**src/rtl/max_unpool_pkg.sv**
```systemverilog
`default_nettype none
// ============================================================================
//  Module   : max_unpool_pkg
//  Purpose  : Shared fp16 definitions for the 2x2 max-unpool block. Holds the
//             element width, the +0 encoding, the window-position width and
//             the IDLE/EMIT state encoding.
//  Revision : 1.0 - initial release
// ============================================================================
package max_unpool_pkg;

  localparam int DATA_WIDTH = 16;
  localparam int POS_W      = 2;

  localparam logic [15:0]      FP16_POS_ZERO = 16'h0000;
  // Position of the last beat of a 2x2 window.
  localparam logic [POS_W-1:0] POS_LAST      = 2'd3;

  typedef enum logic [0:0] {
    ST_IDLE = 1'b0,
    ST_EMIT = 1'b1
  } state_e;

endpackage : max_unpool_pkg
`default_nettype wire

```
**src/rtl/max_unpool.sv**
```systemverilog
`default_nettype none
// ============================================================================
//  Module   : max_unpool
//  Purpose  : 2x2 max-unpool. Takes one pooled fp16 value plus the argmax
//             index of its 2x2 window. It then emits four beats (positions
//             0..3). The stored value appears at the argmax position and +0
//             at the other three.
//  Ports    : clk, rst                    - clock, synchronous active-high reset
//             in_valid/in_ready           - window handshake
//             in_value[DATA_WIDTH], in_idx[2] - pooled value and argmax position
//             out_valid/out_ready         - beat handshake
//             out_data[DATA_WIDTH], out_pos[2], out_last - beat payload
//  Revision : 1.0 - initial release
// ============================================================================
module max_unpool #(
  parameter int DATA_WIDTH = max_unpool_pkg::DATA_WIDTH
) (
  input  logic                              clk,
  input  logic                              rst,
  input  logic                              in_valid,
  output logic                              in_ready,
  input  logic [DATA_WIDTH-1:0]             in_value,
  input  logic [max_unpool_pkg::POS_W-1:0]  in_idx,
  output logic                              out_valid,
  input  logic                              out_ready,
  output logic [DATA_WIDTH-1:0]             out_data,
  output logic [max_unpool_pkg::POS_W-1:0]  out_pos,
  output logic                              out_last
);

  import max_unpool_pkg::*;

  localparam logic [DATA_WIDTH-1:0] C_ZERO = DATA_WIDTH'(FP16_POS_ZERO);

  state_e                state_q, state_d;
  logic [POS_W-1:0]      cnt_q,   cnt_d;
  logic [POS_W-1:0]      idx_q,   idx_d;
  logic [DATA_WIDTH-1:0] val_q,   val_d;

  logic final_beat;
  logic accept;
  logic beat_hs;

  always_comb begin
    final_beat = (state_q == ST_EMIT) && (cnt_q == POS_LAST);

    // Handshake outputs are forced low during reset. This keeps a window that
    // is in flight from producing beats or accepting new input.
    in_ready  = !rst && ((state_q == ST_IDLE) || (final_beat && out_ready));
    out_valid = !rst && (state_q == ST_EMIT);

    accept  = in_valid && in_ready;
    beat_hs = out_valid && out_ready;

    state_d = state_q;
    cnt_d   = cnt_q;
    idx_d   = idx_q;
    val_d   = val_q;

    if (accept) begin
      val_d = in_value;
      idx_d = in_idx;
    end

    // A 2-bit counter wraps 3->0 by itself on the final handshake.
    if (beat_hs) begin
      cnt_d = cnt_q + 1'b1;
    end

    case (state_q)
      ST_IDLE: begin
        if (accept) state_d = ST_EMIT;
      end
      ST_EMIT: begin
        // A window accepted on the final beat continues in EMIT with no
        // bubble between windows.
        if (beat_hs && (cnt_q == POS_LAST)) begin
          state_d = accept ? ST_EMIT : ST_IDLE;
        end
      end
      default: state_d = ST_IDLE;
    endcase

    if (out_valid) begin
      out_pos  = cnt_q;
      out_last = (cnt_q == POS_LAST);
      out_data = (cnt_q == idx_q) ? val_q : C_ZERO;
    end else begin
      out_pos  = '0;
      out_last = 1'b0;
      out_data = C_ZERO;
    end
  end

  always_ff @(posedge clk) begin
    if (rst) begin
      state_q <= ST_IDLE;
      cnt_q   <= '0;
      idx_q   <= '0;
      val_q   <= '0;
    end else begin
      state_q <= state_d;
      cnt_q   <= cnt_d;
      idx_q   <= idx_d;
      val_q   <= val_d;
    end
  end

endmodule : max_unpool
`default_nettype wire

```
**config.mk**
```make
export PLATFORM = sky130hd
export DESIGN_NAME = max_unpool
export DESIGN_NICKNAME = d
export VERILOG_FILES = /design/src/rtl/max_unpool_pkg.sv /design/src/rtl/max_unpool.sv
export SDC_FILE = /design/constraint.sdc
export NUM_CORES = 1
export LEC_CHECK = 0
export ABC_AREA = 1
export BUFFER_PORTS_ARGS = -buffer_cell sky130_fd_sc_hd__buf_2
export CAP_MARGIN = 20
export CORE_ASPECT_RATIO = 1.4
export CORE_MARGIN = 2
export CORE_UTILIZATION = 50
export DETAILED_ROUTE_END_ITERATION = 10
export GPL_ROUTABILITY_DRIVEN = 1
export GPL_TIMING_DRIVEN = 0
export PLACE_DENSITY = 0.81
export REMOVE_ABC_BUFFERS = 1
export SETUP_SLACK_MARGIN = 0.15
export SLEW_MARGIN = 25
export SYNTH_ARGS = -nofsm -noshare
export SYNTH_HDL_FRONTEND = slang
export SYNTH_SLANG_ARGS = --single-unit
export TNS_END_PERCENT = 20
```
**constraint.sdc**
```tcl
create_clock -name clk -period 2.4 [get_ports clk]
set_clock_uncertainty 0.1 [all_clocks]
set_input_delay 0.24 -clock clk [delete_from_list [all_inputs] [get_ports clk]]
set_output_delay 0.24 -clock clk [all_outputs]
set_load 0.05 [all_outputs]
```
# Word level (Yosys, flattened, before mapping)
# Index checks and enable logic that the tools add are counted.
word_totals:
  ff_bits: 21
  latchBits: 0
  mem_bits_rw: 0
  mem_bits_ro: 0
  inputBits: 22
  output_inout_bits: 21
  elab_cells: 24
  n_memories: 0
op_classes:
  addsub: 1
  multipliers: 0
  div: 0
  n_lt_le_gt_ge: 0
  n_eq_ne: 2
  shifts: 0
  muxes: 7
  bitwise: 1
  n_reduce_logical: 9
ops:
  columns: ["operator", "n"]
  rows:
  - ["2-to-1 mux 16 bit", 2]
  - ["logical AND 1 bit", 7]
  - ["2-to-1 mux 1 bit", 3]
  - ["adder 2 x 1 -> 2 bit (second input constant)", 1]
  - ["equality test 2 bit", 1]
  - ["equality test 2 bit (second input constant)", 1]
  - ["2-to-1 mux 2 bit", 1]
  - ["one-hot mux 1 bit (2 select lines)", 1]
  - ["logical NOT 1 bit", 1]
  - ["logical OR 1 bit", 1]
  - ["NOT 1 bit", 1]

# Depth between registers and ports, before layout
# Gate-level depths: netlist of the first run.
depth:
  depth_word: 9
  depth_mapped: 7
  ltp_nobuf: 6

# Least setup slack after synthesis of the first run
# OpenSTA, ideal clock, no wires.
synth_timing:
  path_type: "register to output"
  start: "register state_q"
  end: "output port out_data[1]"
  arrival_ps: 1559
  required_time_ps: 2060
  path_slack_ps: 501
  path_stages_with_launch: 6
  n_path_buf: 1
  path_cell_list: "dfxtp_1 inv_2 nor2_4 buf_6 nand2_1 nor2_1"
synth_via:
  elab_chain_len: 2
synth_rtl:
  columns: ["element", "line_no", "rtl"]
  rows:
  - ["start: declaration", "max_unpool.sv:35", "state_e state_q, state_d;"]
  - ["start signal: assignment", "max_unpool.sv:102", "state_q <= state_d;"]
  - ["logical AND 1 bit", "max_unpool.sv:50", "out_valid = !rst && (state_q == ST_EMIT);"]
  - ["named net out_valid", "max_unpool.sv:24", "output logic out_valid,"]
  - ["2-to-1 mux 16 bit", "max_unpool.sv:84", "if (out_valid) begin"]
  - ["end: declaration", "max_unpool.sv:26", "output logic [DATA_WIDTH-1:0] out_data,"]
# The timed path passes the listed nets, and every way through them passes these cells.

# Final worst setup path of the first run
layout_timing:
  start: "register state_q"
  end: "output port out_data[10]"
layout_via:
  elab_chain_len: 2
layout_rtl:
  columns: ["element", "line_no"]
  rows:
  - ["logical AND 1 bit", "max_unpool.sv:50"]
  - ["2-to-1 mux 16 bit", "max_unpool.sv:84"]
# Every way passes these cells.

==> impl_metrics.toml, run 1 <==
[logic_synthesis]
synthSimpleGateAreaFrac = 0.458
synth_seq_cells = 21
cell_count_after_synthesis = 182
fraction_of_the_mapped_netlist_area_in_compound_gates = 0.00867
synth_top_cells_by_area = "sky130_fd_sc_hd__dfxtp_1, sky130_fd_sc_hd__nand2_1, sky130_fd_sc_hd__nor2_1"
synth.most_common_cell = "sky130_fd_sc_hd__nand2_1"
async_reset_ff_frac = 0
synth.mux.area_fraction = 0
synth_area_leader_cell = "sky130_fd_sc_hd__dfxtp_1"
synth_top_family_by_area = "simple AND/OR/NAND/NOR gates"
mapped_area_sq_um = 1150
post_synth_xor_area_fraction = 0.0152
mean_instance_size_in_the_synthesized_netlist_sq_um = 6.35
ys_dominant_reg_cell = "sky130_fd_sc_hd__dfxtp_1"
yosys.area_share.adder = 0.0108
yosys_warnings = 0
synth.yosys.seq_area_share = 0.364
synth_commonest_cells = "sky130_fd_sc_hd__nand2_1, sky130_fd_sc_hd__nor2_1, sky130_fd_sc_hd__inv_1, sky130_fd_sc_hd__dfxtp_1, sky130_fd_sc_hd__nand4_1"
yosys.cell_types.count = 17
synth-edff-count = 0
post-synth-top-area-fraction = 0.364

[clock_tree]
cts_buffer_depth = 2
path_clk_slew_ns = 0.12
cts.sink_count = 21
cts_resized = 0
cts_inserted_buffers = 3
root_buffer = "sky130_fd_sc_hd__clkbuf_4"
worst_skew_pair.late_latency_ns = 0.29
cts_stage_hold_buffer_count = 0
htree_num_levels = 1
tritoncts_clock_tree = "done"
postCtsSetupBuffers = 0

[grt]
overflow = 0
grt_util_met3 = 0.0179
use_met1 = 0.249
grt_max_degree = 24
groute.usage.overall = 0.193
number_of_antenna_violations_at_the_first_check_in_global_routing = 0
grt_first_pass_wirelength_um = 4020
gr-usage-met2 = 0.340
grt_busiest_layer = "met2"
first_global_vias = 950

[timing]
period_share = 0.836
period_needed_ns = 2.01
max_slew.worst_pin.slew_ns = 0.525
setup_total_negative_slack_ns = 0
max_freq_mhz = 498
setup_repair_after_global_routing_missed_its_margin = "false"
relative_slew_margins = 0.649
setup_viol = 0
report.final.hold_viol_count = 0
finalMaxSlewViolations = 0

[route]
detailedRoute.firstPassIterationCount = 4
via_per_inst = 4.87
detail_route.wirelength_um = 2400
wl_per_cell_um = 10.1
routed_antenna_nets = 0
drc = 0
dr_total_vias = 1164
dr.first_iter.drc_count = 13

[run]
max_cap_violations = 0

[critical_path]
worstSetupEndpointType = "primary output"
required_time_of_the_critical_path_ns = 2.06
critPathMaxFanout = 19
arr_time_crit_path_ns = 1.67
critical_path_class = "register to primary output"
crit_path_start_kind = "register"

[placed_design]
dp_wirelength_um = 1580
gp_routability_congestion = 0.809
io_buffers = 42

[floorplan]
dieHeight_um = 60.9
io-pin-count = 43
die_width_um = 44.6
std_cell_rows = 20
start_util = 0.530
core_area_sq_um = 2180
die_area_sq_um = 2720

[run_status]
outcome = "complete, no violations"

[power_and_ir_drop]
power_mw = 0.694
power.density_cell_area_nw_per_um2 = 516
ir_worst_vdd_uv = 419
p_leak_nw = 0.706

[cells_and_area]
final_util = 0.617
antenna_diodes = 0
final_layout_size_suffix_gt1_frac = 0.230
area_growth_syn_to_layout_pct = 16.4
final_net_count = 241

[hold_path]
hold_class = "primary input to register"
==> report_power, final <==
part	internal, mW	total, mW	switching [mW]	leakage [nW]
registers	0.372	0.385	0.0132	0.173
logic	0.0423	0.143	0.101	0.519
clock network	0.0645	0.166	0.101	0.0150
total	0.479	0.694	0.215	0.706
==> per-stage QoR <==
step | worst slack (ns) | std cells | instance area, sq um | hold slack, ns
after floorplan | 0.384 | 171 | 1080 | 0.209
after global placement | 0.630 | 235 | 1320 | 0.380
after detailed placement | 0.618 | 235 | 1320 | 0.384
after CTS | 0.357 | 239 | 1340 | 0.0761
after global routing | 0.185 | 239 | 1340 | 0.0747
final | 0.394 | 239 | 1340 | 0.0740
==> registers in the layout (all words and copies together), names as in the netlist <==
name,count
cnt_q,2
idx_q,2
state_q,1
val_q,16
==> kinds of logic (layout without fill, tap and decap cells) <==
group | after synthesis | in the layout
DFF | 21 | 21
AOI/OAI and AO/OA | 2 | 2
xor gates and xnor gates | 2 | 2
and+or+nand+nor | 121 | 121
buffers and inverters | 35 | 70
adders and majority gates | 1 | 1
==> worst max-delay path, stage by stage, from the launching register on <==
cell	delay, ns
sky130_fd_sc_hd__dfxtp_1	0.44
sky130_fd_sc_hd__inv_2	0.08
sky130_fd_sc_hd__nor2_4	0.35
sky130_fd_sc_hd__nand2_1	0.09
sky130_fd_sc_hd__nor2_1	0.13
sky130_fd_sc_hd__buf_2	0.29
==> placed cells by master, fill, tap and decap left out <==
cell type and n:
sky130_fd_sc_hd__nand2_1 58, sky130_fd_sc_hd__buf_2 42, sky130_fd_sc_hd__nor2_1 38, sky130_fd_sc_hd__inv_1 22
sky130_fd_sc_hd__dfxtp_1 21, sky130_fd_sc_hd__nand4_1 19, sky130_fd_sc_hd__nand3_1 3, sky130_fd_sc_hd__clkbuf_4 3
sky130_fd_sc_hd__inv_2 2, sky130_fd_sc_hd__xnor2_1 2, sky130_fd_sc_hd__a21oi_1 2, sky130_fd_sc_hd__nor2_4 1
sky130_fd_sc_hd__nand2_2 1, sky130_fd_sc_hd__nand3_4 1, sky130_fd_sc_hd__ha_1 1, sky130_fd_sc_hd__clkbuf_1 1
==> area by class of cell <==
cell class,count,area (sq um)
Inverter,24,90.1
Sequential cell,21,420
Multi-Input combinational cell,126,569
Timing Repair Buffer,42,210
Tap cell,22,27.5
Clock buffer,4,26.3
Fill cell,239,833
==> worst paths after layout <==
| check | from | endpoint | slack [ns] | cells past startpoint |
|---|---|---|---|---|
| max | state_q$_SDFF_PP0_ | out_data[10] | 0.39 | 5 |
| min | in_value[14] | val_q[14]$_SDFFE_PP0P_ | 0.07 | 3 |
| max reg2reg | cnt_q[0]$_SDFFE_PP0N_ | val_q[3]$_SDFFE_PP0P_ | 0.75 | 6 |
| min reg2reg | val_q[7]$_SDFFE_PP0P_ | val_q[7]$_SDFFE_PP0P_ | 0.42 | 4 |
==> metal layers <==
metal  vias to the layer above  part of all wire  wire length, um
met4                         0            0.0071               17
li1                        634                 -                -
met3                         2             0.034               81
met1                       507              0.45             1070
met2                        21              0.51             1230
met5                         -                 0                0
(Power assumes the default switching activity.)
==> run 2: changes to the inputs <==
- ABC_AREA: 1 -> 0
- CORE_UTILIZATION: 50 -> 42
- PLACE_DENSITY: 0.81 -> 0.73
- clock period: 2.4 -> 1.8 ns (I/O delays scaled with it)
==> run 2 against run 1 <==
Against the previous run: final area grew 29%; via count shrank 23%; power grew 42%; critical endpoint is now out_data[2].
==> impl_metrics.toml, run 2 <==
[logic_synthesis]
synth-edff-count = 0
post-synth-top-area-fraction = 0.387
cell_count_after_synthesis = 97
synth_seq_cells = 21
yosys.cell_types.count = 23
synth.yosys.seq_area_share = 0.387
mean_instance_size_in_the_synthesized_netlist_sq_um = 11.2
synth.most_common_cell = "sky130_fd_sc_hd__dfxtp_1"
yosys_warnings = 0
synth_top_cells_by_area = "sky130_fd_sc_hd__dfxtp_1, sky130_fd_sc_hd__mux2_4, sky130_fd_sc_hd__and2_1"
synth_top_family_by_area = "simple AND/OR/NAND/NOR gates"
post_synth_xor_area_fraction = 0.0242
synthSimpleGateAreaFrac = 0.290
fraction_of_the_mapped_netlist_area_in_compound_gates = 0.0219
synth_commonest_cells = "sky130_fd_sc_hd__dfxtp_1, sky130_fd_sc_hd__and2_1, sky130_fd_sc_hd__and2b_2, sky130_fd_sc_hd__mux2_4, sky130_fd_sc_hd__mux2_2"
yosys.area_share.adder = 0.0115
synth.mux.area_fraction = 0.221
mapped_area_sq_um = 1090
ys_dominant_reg_cell = "sky130_fd_sc_hd__dfxtp_1"
synth_area_leader_cell = "sky130_fd_sc_hd__dfxtp_1"
async_reset_ff_frac = 0

[timing]
setup_viol = 0
finalMaxSlewViolations = 0
max_freq_mhz = 573
max_slew.worst_pin.slew_ns = 0.432
fin_ws_ns = 0.0536
period_share = 0.970
period_needed_ns = 1.75
fin_hold_ws_ns = 0.0152
report.final.hold_viol_count = 0
setup_total_negative_slack_ns = 0
setup_repair_after_global_routing_missed_its_margin = "true"
relative_slew_margins = 0.712

[placed_design]
placement.setup.worst_slack_ns = -0.222
dp_wirelength_um = 1530
gp_routability_congestion = 0.785
io_buffers = 42

[route]
wl_per_cell_um = 13.9
detail_route.wirelength_um = 2670
drc = 0
dr_total_vias = 893
dr.first_iter.drc_count = 17
detailedRoute.firstPassIterationCount = 4
via_per_inst = 4.63
routed_antenna_nets = 0

[power_and_ir_drop]
power.share.switching = 0.269
ir_worst_vdd_uv = 514
switchingPower_mw = 0.265
power.internal_mw = 0.721
power.density_cell_area_nw_per_um2 = 569
p_leak_nw = 0.822
power_mw = 0.986
p_seq_frac = 0.526
pwr-share-comb = 0.246
clockPowerShare = 0.228

[cells_and_area]
largest_register_ffs = 16
area_growth_syn_to_layout_pct = 59.6
layout.cells.most_common = "sky130_fd_sc_hd__buf_2"
layout_common_cells = "sky130_fd_sc_hd__buf_2, sky130_fd_sc_hd__dlygate4sd3_1, sky130_fd_sc_hd__dfxtp_1"
final_net_count = 183
antenna_diodes = 0
register_ranked_first_by_flip_flop_count = "val_q"
final_layout_size_suffix_gt1_frac = 0.610
reg.largest.list = "val_q (16), cnt_q (2), idx_q (2)"

[grt]
first_global_vias = 903
number_of_antenna_violations_at_the_first_check_in_global_routing = 0
grt_max_degree = 25
groute.usage.overall = 0.186
overflow = 0
grt_first_pass_wirelength_um = 4050

[clock_tree]
tritoncts_clock_tree = "done"
cts.sink_count = 21
cts_inserted_buffers = 3
htree_num_levels = 1
cts_buffer_depth = 2
root_buffer = "sky130_fd_sc_hd__clkbuf_4"
path_clk_slew_ns = 0.13
worst_skew_pair.late_latency_ns = 0.30

[floorplan]
dieHeight_um = 64.2
core_area_sq_um = 2420
die_width_um = 47.0
io-pin-count = 43
std_cell_rows = 21
start_util = 0.449
die_area_sq_um = 3010

[critical_path]
critical_path_class = "register to primary output"
required_time_of_the_critical_path_ns = 1.52
worstSetupEndpointType = "primary output"
worst-r2r-cell-count = 5
crit_path_start_kind = "register"
ff2ff_setup_slack_ns = 0.06
critPathMaxFanout = 8
arr_time_crit_path_ns = 1.47

[hold_path]
hold_class = "primary input to register"
whs_path_depth = 2

[run_status]
outcome = "complete, no violations"

[run]
max_cap_violations = 0
-- run 2: path summary, 6_finish.rpt --
| kind | startpoint | end |
|---|---|---|
| setup / recovery | idx_q[1]$_SDFFE_PP0P_ | out_data[2] |
| hold / removal | in_value[2] | val_q[2]$_SDFFE_PP0P_ |
| setup reg to reg | cnt_q[0]$_SDFFE_PP0N_ | val_q[14]$_SDFFE_PP0P_ |
| hold reg to reg | cnt_q[1]$_SDFFE_PP0N_ | cnt_q[1]$_SDFFE_PP0N_ |
-- run 2: cell type report --
type | count | area [sq um]
fill | 183 | 684
multi-input combinational | 72 | 683
sequential | 21 | 425
timing repair buffer | 62 | 554
clock buffer | 3 | 22.5
tap | 34 | 42.5
clock inverter | 1 | 5.00
-- run 2: cell families (layout without fill, tap and decap cells) --
logic type / Yosys count / after routing
AOI/OAI and AO/OA: 2 / 2
xor gates and xnor gates: 3 / 3
adders and majority gates: 1 / 1
buffers and inverters: 5 / 66
DFF: 21 / 21
muxes: 18 / 18
and+or+nand+nor: 47 / 48
-- run 2: power by group through the flow --
| stage | Clock (mW) | Sequential (mW) | Combinational, mW |
|---|---|---|---|
| floorplan | 0 | 0.519 | 0.123 |
| global placement | 0 | 0.522 | 0.169 |
| detailed placement | 0 | 0.524 | 0.179 |
| CTS | 0.237 | 0.516 | 0.227 |
| global route | 0.252 | 0.522 | 0.259 |
| finish | 0.225 | 0.518 | 0.243 |
-- run 2: timing repair --
| action | CTS | global route |
|---|---|---|
| setup buffers | 1 | 1 |
| hold buffers | 17 | 0 |
| pin swaps | 3 | 12 |
| endpoints found under the hold margin | 17 | 0 |
| gates cloned | 1 | 0 |
| gates resized for setup | 33 | 35 |
| setup endpoints to repair | 36 | 36 |
-- run 2: critical path, stage by stage (launching register included) --
cell and delay [ns]:
sky130_fd_sc_hd__dfxtp_2 0.36, sky130_fd_sc_hd__xnor2_2 0.22, sky130_fd_sc_hd__and3_4 0.28, sky130_fd_sc_hd__and2_4 0.17, sky130_fd_sc_hd__buf_8 0.14
-- run 2: through the flow --
stage,cell area (sq um),cells,util
after floorplan,1040,92,-
after global placement,1290,168,0.534
after detailed placement,1310,169,0.543
after CTS,1630,192,0.673
after global routing,1730,193,0.717
final,1730,193,0.717
-- run 2: layer usage --
metal  global-route usage  wire [um]
met1                0.215       1010
met2                0.320       1550
met3               0.0198         83
met4               0.0903         36
met5                    0          0
==> run 3: changes to the inputs <==
- RECOVER_POWER: unset -> 50
==> run 3 against run 2 <==
Against the previous run: the run now ends with negative hold slack left; clock-buffer cell count stayed put; critical path depth did not move; global-route usage unchanged; core utilization is 0.78 points lower; via count up 0.11%; fmax decreased by 0.22%; non-clock buffer count is the same; register-to-register slack barely moved; sequential share of layout area grew 0.27 points; largest cell class unchanged; largest power group unchanged; highest routed layer unchanged.
==> impl_metrics.toml, run 3 (synthesis results as in run 2) <==
[floorplan]
dieHeight_um = 64.2
start_util = 0.449
die_area_sq_um = 3010
core_area_sq_um = 2420
io-pin-count = 43
die_width_um = 47.0
std_cell_rows = 21

[critical_path]
critPathMaxFanout = 8
ff2ff_setup_slack_ns = 0.06
required_time_of_the_critical_path_ns = 1.52
worst-r2r-cell-count = 5
crit_path_start_kind = "register"
critical_path_class = "register to primary output"
worstSetupEndpointType = "primary output"
arr_time_crit_path_ns = 1.47

[timing]
max_slew.worst_pin.slew_ns = 0.433
fin_hold_ws_ns = -0.00291
relative_slew_margins = 0.712
period_needed_ns = 1.75
setup_viol = 0
max_freq_mhz = 571
setup_repair_after_global_routing_missed_its_margin = "true"
period_share = 0.972
finalMaxSlewViolations = 0
report.final.hold_viol_count = 1

[route]
via_per_inst = 4.63
wl_per_cell_um = 13.9
detailedRoute.firstPassIterationCount = 4
routed_antenna_nets = 0
dr_total_vias = 894
dr.first_iter.drc_count = 18
detail_route.wirelength_um = 2680
drc = 0

[cells_and_area]
area_growth_syn_to_layout_pct = 57.8
layout_common_cells = "sky130_fd_sc_hd__buf_2, sky130_fd_sc_hd__dlygate4sd3_1, sky130_fd_sc_hd__dfxtp_1"
antenna_diodes = 0
layout.cells.most_common = "sky130_fd_sc_hd__buf_2"
largest_register_ffs = 16
final_net_count = 183
final_util = 0.709
register_ranked_first_by_flip_flop_count = "val_q"
reg.largest.list = "val_q (16), cnt_q (2), idx_q (2)"
final_layout_size_suffix_gt1_frac = 0.591

[placed_design]
gp_routability_congestion = 0.785
io_buffers = 42
dp_wirelength_um = 1530

[power_and_ir_drop]
p_leak_nw = 0.815
power.density_cell_area_nw_per_um2 = 573
ir_worst_vdd_uv = 513

[grt]
overflow = 0
first_global_vias = 903
grt_first_pass_wirelength_um = 4050
groute.usage.overall = 0.186
grt_max_degree = 25
number_of_antenna_violations_at_the_first_check_in_global_routing = 0

[clock_tree]
cts_inserted_buffers = 3
cts_buffer_depth = 2
tritoncts_clock_tree = "done"
root_buffer = "sky130_fd_sc_hd__clkbuf_4"
cts.sink_count = 21
worst_skew_pair.late_latency_ns = 0.31
htree_num_levels = 1
path_clk_slew_ns = 0.13

[run_status]
violations = "negative hold slack"
outcome = "complete, but fails checks"

[run]
max_cap_violations = 0

[hold_path]
whs_path_depth = 2
hold_class = "primary input to register"
-- run 3: report_power, final --
group / internal (mW) / switching (mW)
sequential: 0.499 / 0.0198
combinational: 0.135 / 0.103
clock: 0.0828 / 0.144
-- run 3: area by class of cell --
type / count / area [sq um]
clock inverters: 1 / 5.00
flip-flops and latches: 21 / 425
fillers: 188 / 703
clock buffers: 3 / 22.5
multi-input cells: 72 / 672
repair buffers: 62 / 547
well taps: 34 / 42.5
-- run 3: path summary, 6_finish.rpt --
path,start,endpoint
setup / recovery,idx_q[1]$_SDFFE_PP0P_,out_data[2]
hold / removal,in_value[2],val_q[2]$_SDFFE_PP0P_
setup reg to reg,cnt_q[0]$_SDFFE_PP0N_,val_q[5]$_SDFFE_PP0P_
hold reg to reg,cnt_q[1]$_SDFFE_PP0N_,cnt_q[1]$_SDFFE_PP0N_
-- run 3: stage by stage --
step           TNS (ns)  setup slack [ns]  std cells  power, mW  instance area (sq um)
3_5_place_dp      -3.09            -0.222        169      0.703                   1310
2_1_floorplan    -11.59            -0.483         92      0.642                   1040
6_report              0            0.0496        193      0.983                   1710
4_1_cts               0            0.0432        192      0.981                   1630
5_1_grt         -0.0271           -0.0101        193       1.03                   1710
3_3_place_gp     -13.89            -0.801        168      0.691                   1290
-- run 3: critical path, cell delays in order (launching register included) --
cell and delay, ns:
sky130_fd_sc_hd__dfxtp_2 0.36, sky130_fd_sc_hd__xnor2_2 0.22, sky130_fd_sc_hd__and3_4 0.28, sky130_fd_sc_hd__and2_4 0.17, sky130_fd_sc_hd__buf_8 0.14
-- run 3: routing by layer --
layer / wire [um] / track usage / part of all wire
met5: 0 / 0 / 0
met4: 36 / 0.0903 / 0.013
met3: 84 / 0.0198 / 0.031
met2: 1550 / 0.320 / 0.58
met1: 1000 / 0.215 / 0.37
-- run 3: what timing repair did --
action | CTS | global route
setup buffers | 1 | 1
gates cloned | 1 | 0
pin swaps | 3 | 12
hold buffers | 17 | 0
gates resized for setup | 33 | 35
hold endpoints to repair | 17 | 0
setup endpoints to repair | 36 | 36
